--- src/rtl/bcd_7seg_scan_pkg.sv ---
// Shared constants for the multiplexed seven-segment scanner: active-low
// segment patterns {g,f,e,d,c,b,a}, digit count and a nibble decode helper.
package bcd_7seg_scan_pkg;

  typedef logic [6:0] seg_t;

  localparam int NUM_DIGITS = 4;

  localparam seg_t SEG_0     = 7'b1000000;
  localparam seg_t SEG_1     = 7'b1111001;
  localparam seg_t SEG_2     = 7'b0100100;
  localparam seg_t SEG_3     = 7'b0110000;
  localparam seg_t SEG_4     = 7'b0011001;
  localparam seg_t SEG_5     = 7'b0010010;
  localparam seg_t SEG_6     = 7'b0000010;
  localparam seg_t SEG_7     = 7'b1111000;
  localparam seg_t SEG_8     = 7'b0000000;
  localparam seg_t SEG_9     = 7'b0010000;
  localparam seg_t SEG_DASH  = 7'b0111111;
  localparam seg_t SEG_BLANK = 7'b1111111;

  // Non-BCD nibbles (10..15) show a dash so corrupt input is visible.
  function automatic seg_t digit_pattern(input logic [3:0] nibble);
    seg_t pat;
    case (nibble)
      4'd0:    pat = SEG_0;
      4'd1:    pat = SEG_1;
      4'd2:    pat = SEG_2;
      4'd3:    pat = SEG_3;
      4'd4:    pat = SEG_4;
      4'd5:    pat = SEG_5;
      4'd6:    pat = SEG_6;
      4'd7:    pat = SEG_7;
      4'd8:    pat = SEG_8;
      4'd9:    pat = SEG_9;
      default: pat = SEG_DASH;
    endcase
    return pat;
  endfunction

endpackage

--- src/rtl/bcd_7seg_scan_if.sv ---
// Display-side bundle: BCD capture inputs from the converter and the
// multiplexed anode/segment/frame outputs toward the display.
interface bcd_7seg_scan_if;
  logic        load;
  logic [15:0] bcd_in;
  logic        blank_en;
  logic [3:0]  an;
  logic [6:0]  seg;
  logic        frame;

  modport master (
    output load, bcd_in, blank_en,
    input  an, seg, frame
  );

  modport slave (
    input  load, bcd_in, blank_en,
    output an, seg, frame
  );
endinterface

--- src/rtl/bcd_7seg_scan_dec.sv ---
// Combinational nibble-to-segment decoder with a blank override; the blank
// flag is only raised for leading zeros, so dashes are never suppressed.
module bcd_to_7seg
  import bcd_7seg_scan_pkg::*;
(
  input  logic [3:0] i_nibble,
  input  logic       i_blank,
  output logic [6:0] o_seg
);

  always_comb begin
    o_seg = digit_pattern(i_nibble);
    if (i_blank) o_seg = SEG_BLANK;
  end

endmodule

--- src/rtl/bcd_7seg_scan.sv ---
// Four-digit common-anode scanner: holds the captured BCD word, steps one
// digit every DIV clocks and registers anode/segment/frame outputs.
module bcd_7seg_scan
  import bcd_7seg_scan_pkg::*;
#(
  parameter int DIV = 50000,
  parameter int CW  = 16
) (
  input  logic           i_clk,
  input  logic           i_rst,
  bcd_7seg_scan_if.slave bus
);

  logic [CW-1:0] r_cnt;
  logic [1:0]    r_idx;
  logic [15:0]   r_disp;
  logic [3:0]    r_an;
  logic [6:0]    r_seg;
  logic          r_frame;

  logic          w_wrap;
  logic [3:0]    w_nibble;
  logic [3:0]    w_zero;
  logic [3:0]    w_lead_zero;
  logic          w_blank;
  logic [6:0]    w_seg;

  assign w_wrap = (r_cnt == CW'(DIV - 1));

  always_comb begin
    w_nibble = r_disp[3:0];
    case (r_idx)
      2'd0: w_nibble = r_disp[3:0];
      2'd1: w_nibble = r_disp[7:4];
      2'd2: w_nibble = r_disp[11:8];
      2'd3: w_nibble = r_disp[15:12];
      default: w_nibble = r_disp[3:0];
    endcase
  end

  // A digit is a leading zero only if it and every more significant digit
  // are zero; the ones digit always shows something.
  always_comb begin
    for (int k = 0; k < NUM_DIGITS; k++) begin
      w_zero[k] = (r_disp[4*k +: 4] == 4'd0);
    end
    w_lead_zero[3] = w_zero[3];
    w_lead_zero[2] = w_zero[3] & w_zero[2];
    w_lead_zero[1] = w_zero[3] & w_zero[2] & w_zero[1];
    w_lead_zero[0] = 1'b0;
  end

  assign w_blank = bus.blank_en & w_lead_zero[r_idx];

  bcd_to_7seg u_dec (
    .i_nibble (w_nibble),
    .i_blank  (w_blank),
    .o_seg    (w_seg)
  );

  always_ff @(posedge i_clk or posedge i_rst) begin
    if (i_rst) begin
      r_cnt  <= '0;
      r_idx  <= 2'd0;
      r_disp <= 16'h0000;
    end else begin
      if (bus.load) r_disp <= bus.bcd_in;
      if (w_wrap) begin
        r_cnt <= '0;
        r_idx <= r_idx + 2'd1;
      end else begin
        r_cnt <= r_cnt + CW'(1);
      end
    end
  end

  // Outputs lag idx/disp by one clock; anode stays on for blanked digits so
  // every digit gets the same dwell.
  always_ff @(posedge i_clk or posedge i_rst) begin
    if (i_rst) begin
      r_an    <= 4'b1110;
      r_seg   <= SEG_0;
      r_frame <= 1'b0;
    end else begin
      r_an    <= ~(4'b0001 << r_idx);
      r_seg   <= w_seg;
      r_frame <= w_wrap & (r_idx == 2'd3);
    end
  end

  assign bus.an    = r_an;
  assign bus.seg   = r_seg;
  assign bus.frame = r_frame;

endmodule

--- src/flat_wrapper.sv ---
// flat-port wrapper written by rule: the top's interface ports become plain ports
module bcd_7seg_scan_flat import bcd_7seg_scan_pkg::*;
#(
  parameter int DIV = 50000,
  parameter int CW  = 16
)
  (i_clk, i_rst, bus_load, bus_bcd_in, bus_blank_en, bus_an, bus_seg, bus_frame);
  bcd_7seg_scan_if bus_i ();
  input  logic i_clk;
  input  logic i_rst;
  input wire logic [$bits(bus_i.load)-1:0] bus_load;
  input wire logic [$bits(bus_i.bcd_in)-1:0] bus_bcd_in;
  input wire logic [$bits(bus_i.blank_en)-1:0] bus_blank_en;
  output wire logic [$bits(bus_i.an)-1:0] bus_an;
  output wire logic [$bits(bus_i.seg)-1:0] bus_seg;
  output wire logic [$bits(bus_i.frame)-1:0] bus_frame;
  assign bus_i.load = bus_load;
  assign bus_i.bcd_in = bus_bcd_in;
  assign bus_i.blank_en = bus_blank_en;
  assign bus_an = bus_i.an;
  assign bus_seg = bus_i.seg;
  assign bus_frame = bus_i.frame;
  bcd_7seg_scan #(.DIV(DIV), .CW(CW)) u_core (.i_clk(i_clk), .i_rst(i_rst), .bus(bus_i));
endmodule
--- config.mk ---
export PLATFORM = sky130hd
export DESIGN_NAME = bcd_7seg_scan_flat
export DESIGN_NICKNAME = d
export VERILOG_FILES = /design/src/rtl/bcd_7seg_scan_pkg.sv /design/src/rtl/bcd_7seg_scan_if.sv /design/src/rtl/bcd_7seg_scan_dec.sv /design/src/rtl/bcd_7seg_scan.sv /design/src/flat_wrapper.sv
export SDC_FILE = /design/constraint.sdc
export NUM_CORES = 1
export LEC_CHECK = 0
export BUFFER_PORTS_ARGS = -buffer_cell sky130_fd_sc_hd__buf_4
export CAP_MARGIN = 25
export CORE_MARGIN = 8
export CORE_UTILIZATION = 53
export CTS_CLUSTER_SIZE = 16
export DETAILED_ROUTE_END_ITERATION = 10
export PLACE_DENSITY = 0.75
export SYNTH_ARGS = -nofsm -noshare
export SYNTH_HDL_FRONTEND = slang
export SYNTH_SLANG_ARGS = --single-unit
--- constraint.sdc ---
create_clock -name i_clk -period 3.47 [get_ports i_clk]
set_input_delay 0.5205 -clock i_clk [delete_from_list [all_inputs] [get_ports i_clk]]
set_output_delay 0.5205 -clock i_clk [all_outputs]
set_load 0.03 [all_outputs]
==> results.py <==
metrics = {
    "synth": {
        "synthCells": 188,
        "yosys_warnings": 0,
        "synth_area_leaders": "dfrtp_1 49%, mux2_2 6.3%, ha_1 5.3%, dfstp_2 4.9%, o21ai_0 3.0%",
        "async_reset_ff_share_pct": 100,
        "yosysSeqAreaShare_pct": 53.9,
        "ys.flop_type": "dfrtp_1",
        "ys_types": 40,
        "syn-cell-area_um2": 2140,
        "ys_ff_latch": 46,
        "avgSynthCellArea_um2": 11.4,
        "synth_edf_count": 0,
        "synth_fp_nets": 217,
        "synth_top_area_share_pct": 49.0,
        "synth_top_area_cell": "dfrtp_1",
    },
    "drt": {
        "drt_first_pass_iters": 5,
        "drt_iter0_drc": 102,
        "vias": 1511,
        "drc": 0,
        "drt-total-wl_um": 4360,
        "viasPerCell": 5.56,
        "wire_per_inst_um": 16.0,
        "ant_nets": 0,
    },
    "pwr": {
        "power_uw": 1050,
        "seqPwrFrac_pct": 55.6,
        "power_leakage_uw": 0.00118,
        "sw_frac_of_total_pct": 24.9,
        "pwr-share-comb_pct": 13.2,
        "power.net_switching_uw": 262,
        "ir_drop_uv": 257,
        "internal-power_uw": 789,
        "clkPwrFrac_pct": 31.2,
        "power-per-cell-area_nw_per_um2": 416,
    },
    "critical_path": {
        "crit_slowest_cell": "mux2i_1",
        "cp_max_fo": 6,
        "criticalPathCategory": "flip-flop to flip-flop",
        "critPathBufInv": 3,
        "cp.arrival_ps": 2450,
        "crit_required_ps": 3640,
        "critPathCaptureType": "flip-flop",
        "startpoint_type": "flip-flop",
        "crit_chain": "inv_1 -> ha_1 -> mux2i_1 -> inv_1 -> ha_1 -> inv_1 -> o21ai_0 -> nand4_1",
        "cp_common_cell": "inv_1",
        "cpPeakStageDelay_ps": 490,
        "critical-path-top-delay-family": "adder cells",
    },
    "die": {
        "coreArea_um2": 3940,
        "placementRows": 23,
        "die_area_um2": 6340,
        "die-width_um": 79.6,
        "io_pins": 32,
        "start_util_pct": 54.4,
        "die_h_um": 79.6,
    },
    "finish": {
        "drive_above_1_share_pct": 26.6,
        "fillers": 322,
        "syn_to_final_growth_pct": 17.7,
        "antennaDiodeCount": 0,
        "nets": 250,
        "stdcell_area_um2": 2520,
    },
    "timing": {
        "slew_headroom_pct": 44.2,
        "period_minus_slack_ps": 2280,
        "worst_pin_slew_ps": 814,
        "timing.setup.tns_ps": 0,
        "hold_ws_ps": 161,
        "finClkSkew_ps": 2.99,
        "slew_violations": 0,
        "rsz0062_at_grt": "false",
        "final-hold-violation-count": 0,
        "fmax_mhz": 439,
        "finalCritPeriodShare_pct": 65.7,
        "setup_ws_ps": 1190,
        "setup_viol": 0,
    },
    "placed_design": {
        "dp_slack_ps": 1200,
        "portBuffers": 31,
        "place_congestion": 0.786,
        "place_area_um2": 2400,
        "hpwlAfterDp_um": 3250,
    },
    "flow_run": {
        "max_cap_violations": 0,
    },
    "global_routing": {
        "grt_pass1_wl_um": 7340,
        "antenna_found_initial": 0,
        "track_usage_pct": 14.6,
        "grt_max_degree": 27,
        "first_global_vias": 1564,
        "grt_overflow": 0,
    },
    "clock_tree": {
        "clock_sinks": 46,
        "hold_buffers": 0,
        "cts_root_buf": "clkbuf_8",
        "cts_setup_buffers": 0,
        "clock_latency_ps": 290,
        "cts_inserted_buffers": 5,
        "post_cts_resized": 0,
        "cts_max_level": 2,
        "path_clk_slew_ps": 80,
        "cts_tree": "done",
        "cts_buffer_depth": 2,
    },
    "min_path": {
        "hp-class": "primary input to async pin",
    },
    "run_status": {
        "status": "finished, final reports clean",
    },
}
==> worst paths after layout <==
kind	from	to	slack, ps	cells past startpoint
max in group asynchronous	i_rst	u_core.r_cnt[8]$_DFF_PP0_	2590	4
min in group i_clk	bus_bcd_in[1]	u_core.r_disp[1]$_DFFE_PP0P_	430	3
max reg2reg	u_core.r_idx[0]$_DFFE_PP0N_	u_core.bus.seg[3]$_DFF_PP0_	1190	8
min reg2reg	u_core.r_cnt[0]$_DFF_PP0_	u_core.r_cnt[0]$_DFF_PP0_	490	1
max	u_core.r_idx[0]$_DFFE_PP0N_	u_core.bus.seg[3]$_DFF_PP0_	1190	8
min	i_rst	u_core.bus.frame$_DFF_PP0_	160	2
==> kinds of logic after synthesis <==
logic type      count (synthesis)  share of synthesized area, %
flops                          46                          53.9
xor+xnor                       12                          4.90
simple gates                   53                          14.1
fa+ha+maj                       9                          5.25
buf+inv                        23                          4.78
compound gates                 29                          8.75
mux                            16                          8.34
==> Yosys cell counts (3+ instances only) <==
master and n:
a21oi_1 4, a222oi_1 3, and3_1 4, and4_1 3, clkbuf_1 3, dfrtp_1 42, dfstp_2 4, ha_1 9
inv_1 16, mux2_2 12, mux2i_1 3, nand2_1 10, nand3_1 6, nand4_1 7, nor2_1 8, nor4_1 3
o21ai_0 13, xnor2_1 5, xor2_1 7
==> worst reg2reg max path: cells and delay by family (launching register included) <==
family | cells | cell delay [ps]
AO/OA/AOI/OAI | 1 | 160
adder cells (fa/ha/maj) | 2 | 650
buffers and inverters | 3 | 330
flip-flops | 1 | 420
multiplexers | 1 | 490
AND/OR/NAND/NOR | 1 | 110
==> per-stage QoR <==
stage               util (%)  cells
floorplan                  -    188
global placement        61.0    263
finish                  64.0    272
global route            64.0    272
detailed placement      61.0    263
CTS                     63.3    271
==> layer usage <==
layer  vias to the layer above  routed length, um  GRT usage, %
li1                        731                  -             -
met5                         -                  0             0
met4                         0                 52          5.56
met3                         7                270          5.18
met1                       723               1860          18.0
met2                        50               2170          23.0
==> sequential cells by signal, summed over array words and instances, names as in the netlist <==
register	cells
u_core.bus.seg	7
u_core.r_disp	16
u_core.r_cnt	16
u_core.bus.an	4
u_core.r_idx	2
u_core.bus.frame	1
==> power by group through the flow <==
| stage | clock network, uW | logic, uW | registers [uW] |
|---|---|---|---|
| floorplan | 0 | 61.7 | 615 |
| global placement | 0 | 130 | 594 |
| detailed placement | 0 | 136 | 595 |
| CTS | 338 | 137 | 584 |
| global route | 360 | 153 | 588 |
| finish | 328 | 139 | 584 |
==> final cells by class <==
cell class | instances | area (um^2) | share of cell area (%)
Sequential cell | 46 | 1160 | 45.8
Tap cell | 50 | 62.6 | 2.48
Inverter | 16 | 60.1 | 2.38
Clock inverter | 1 | 5.00 | 0.198
Clock buffer | 7 | 86.3 | 3.42
Multi-Input combinational cell | 119 | 886 | 35.1
Timing Repair Buffer | 33 | 268 | 10.6
==> layout by cell type, fill, tap and decap left out, types with 2 or more instances in the layout <==
cell	synthesis	routed
nand3_1	6	6
dfrtp_1	42	42
a222oi_1	3	3
nor4_1	3	3
inv_1	16	16
and3_1	4	4
a21oi_1	4	4
mux2_2	12	12
a211oi_1	2	2
xor2_1	7	7
o21ai_0	13	13
nor4b_1	2	2
dfstp_2	4	4
clkbuf_8	1	6
ha_1	9	9
and4_1	3	3
nand2_1	10	10
buf_4	1	32
nor2_1	8	8
a22oi_1	2	2
nand4_1	7	7
o311ai_0	2	2
mux2i_1	3	3
xnor2_1	5	5
(Power assumes the default switching activity.)
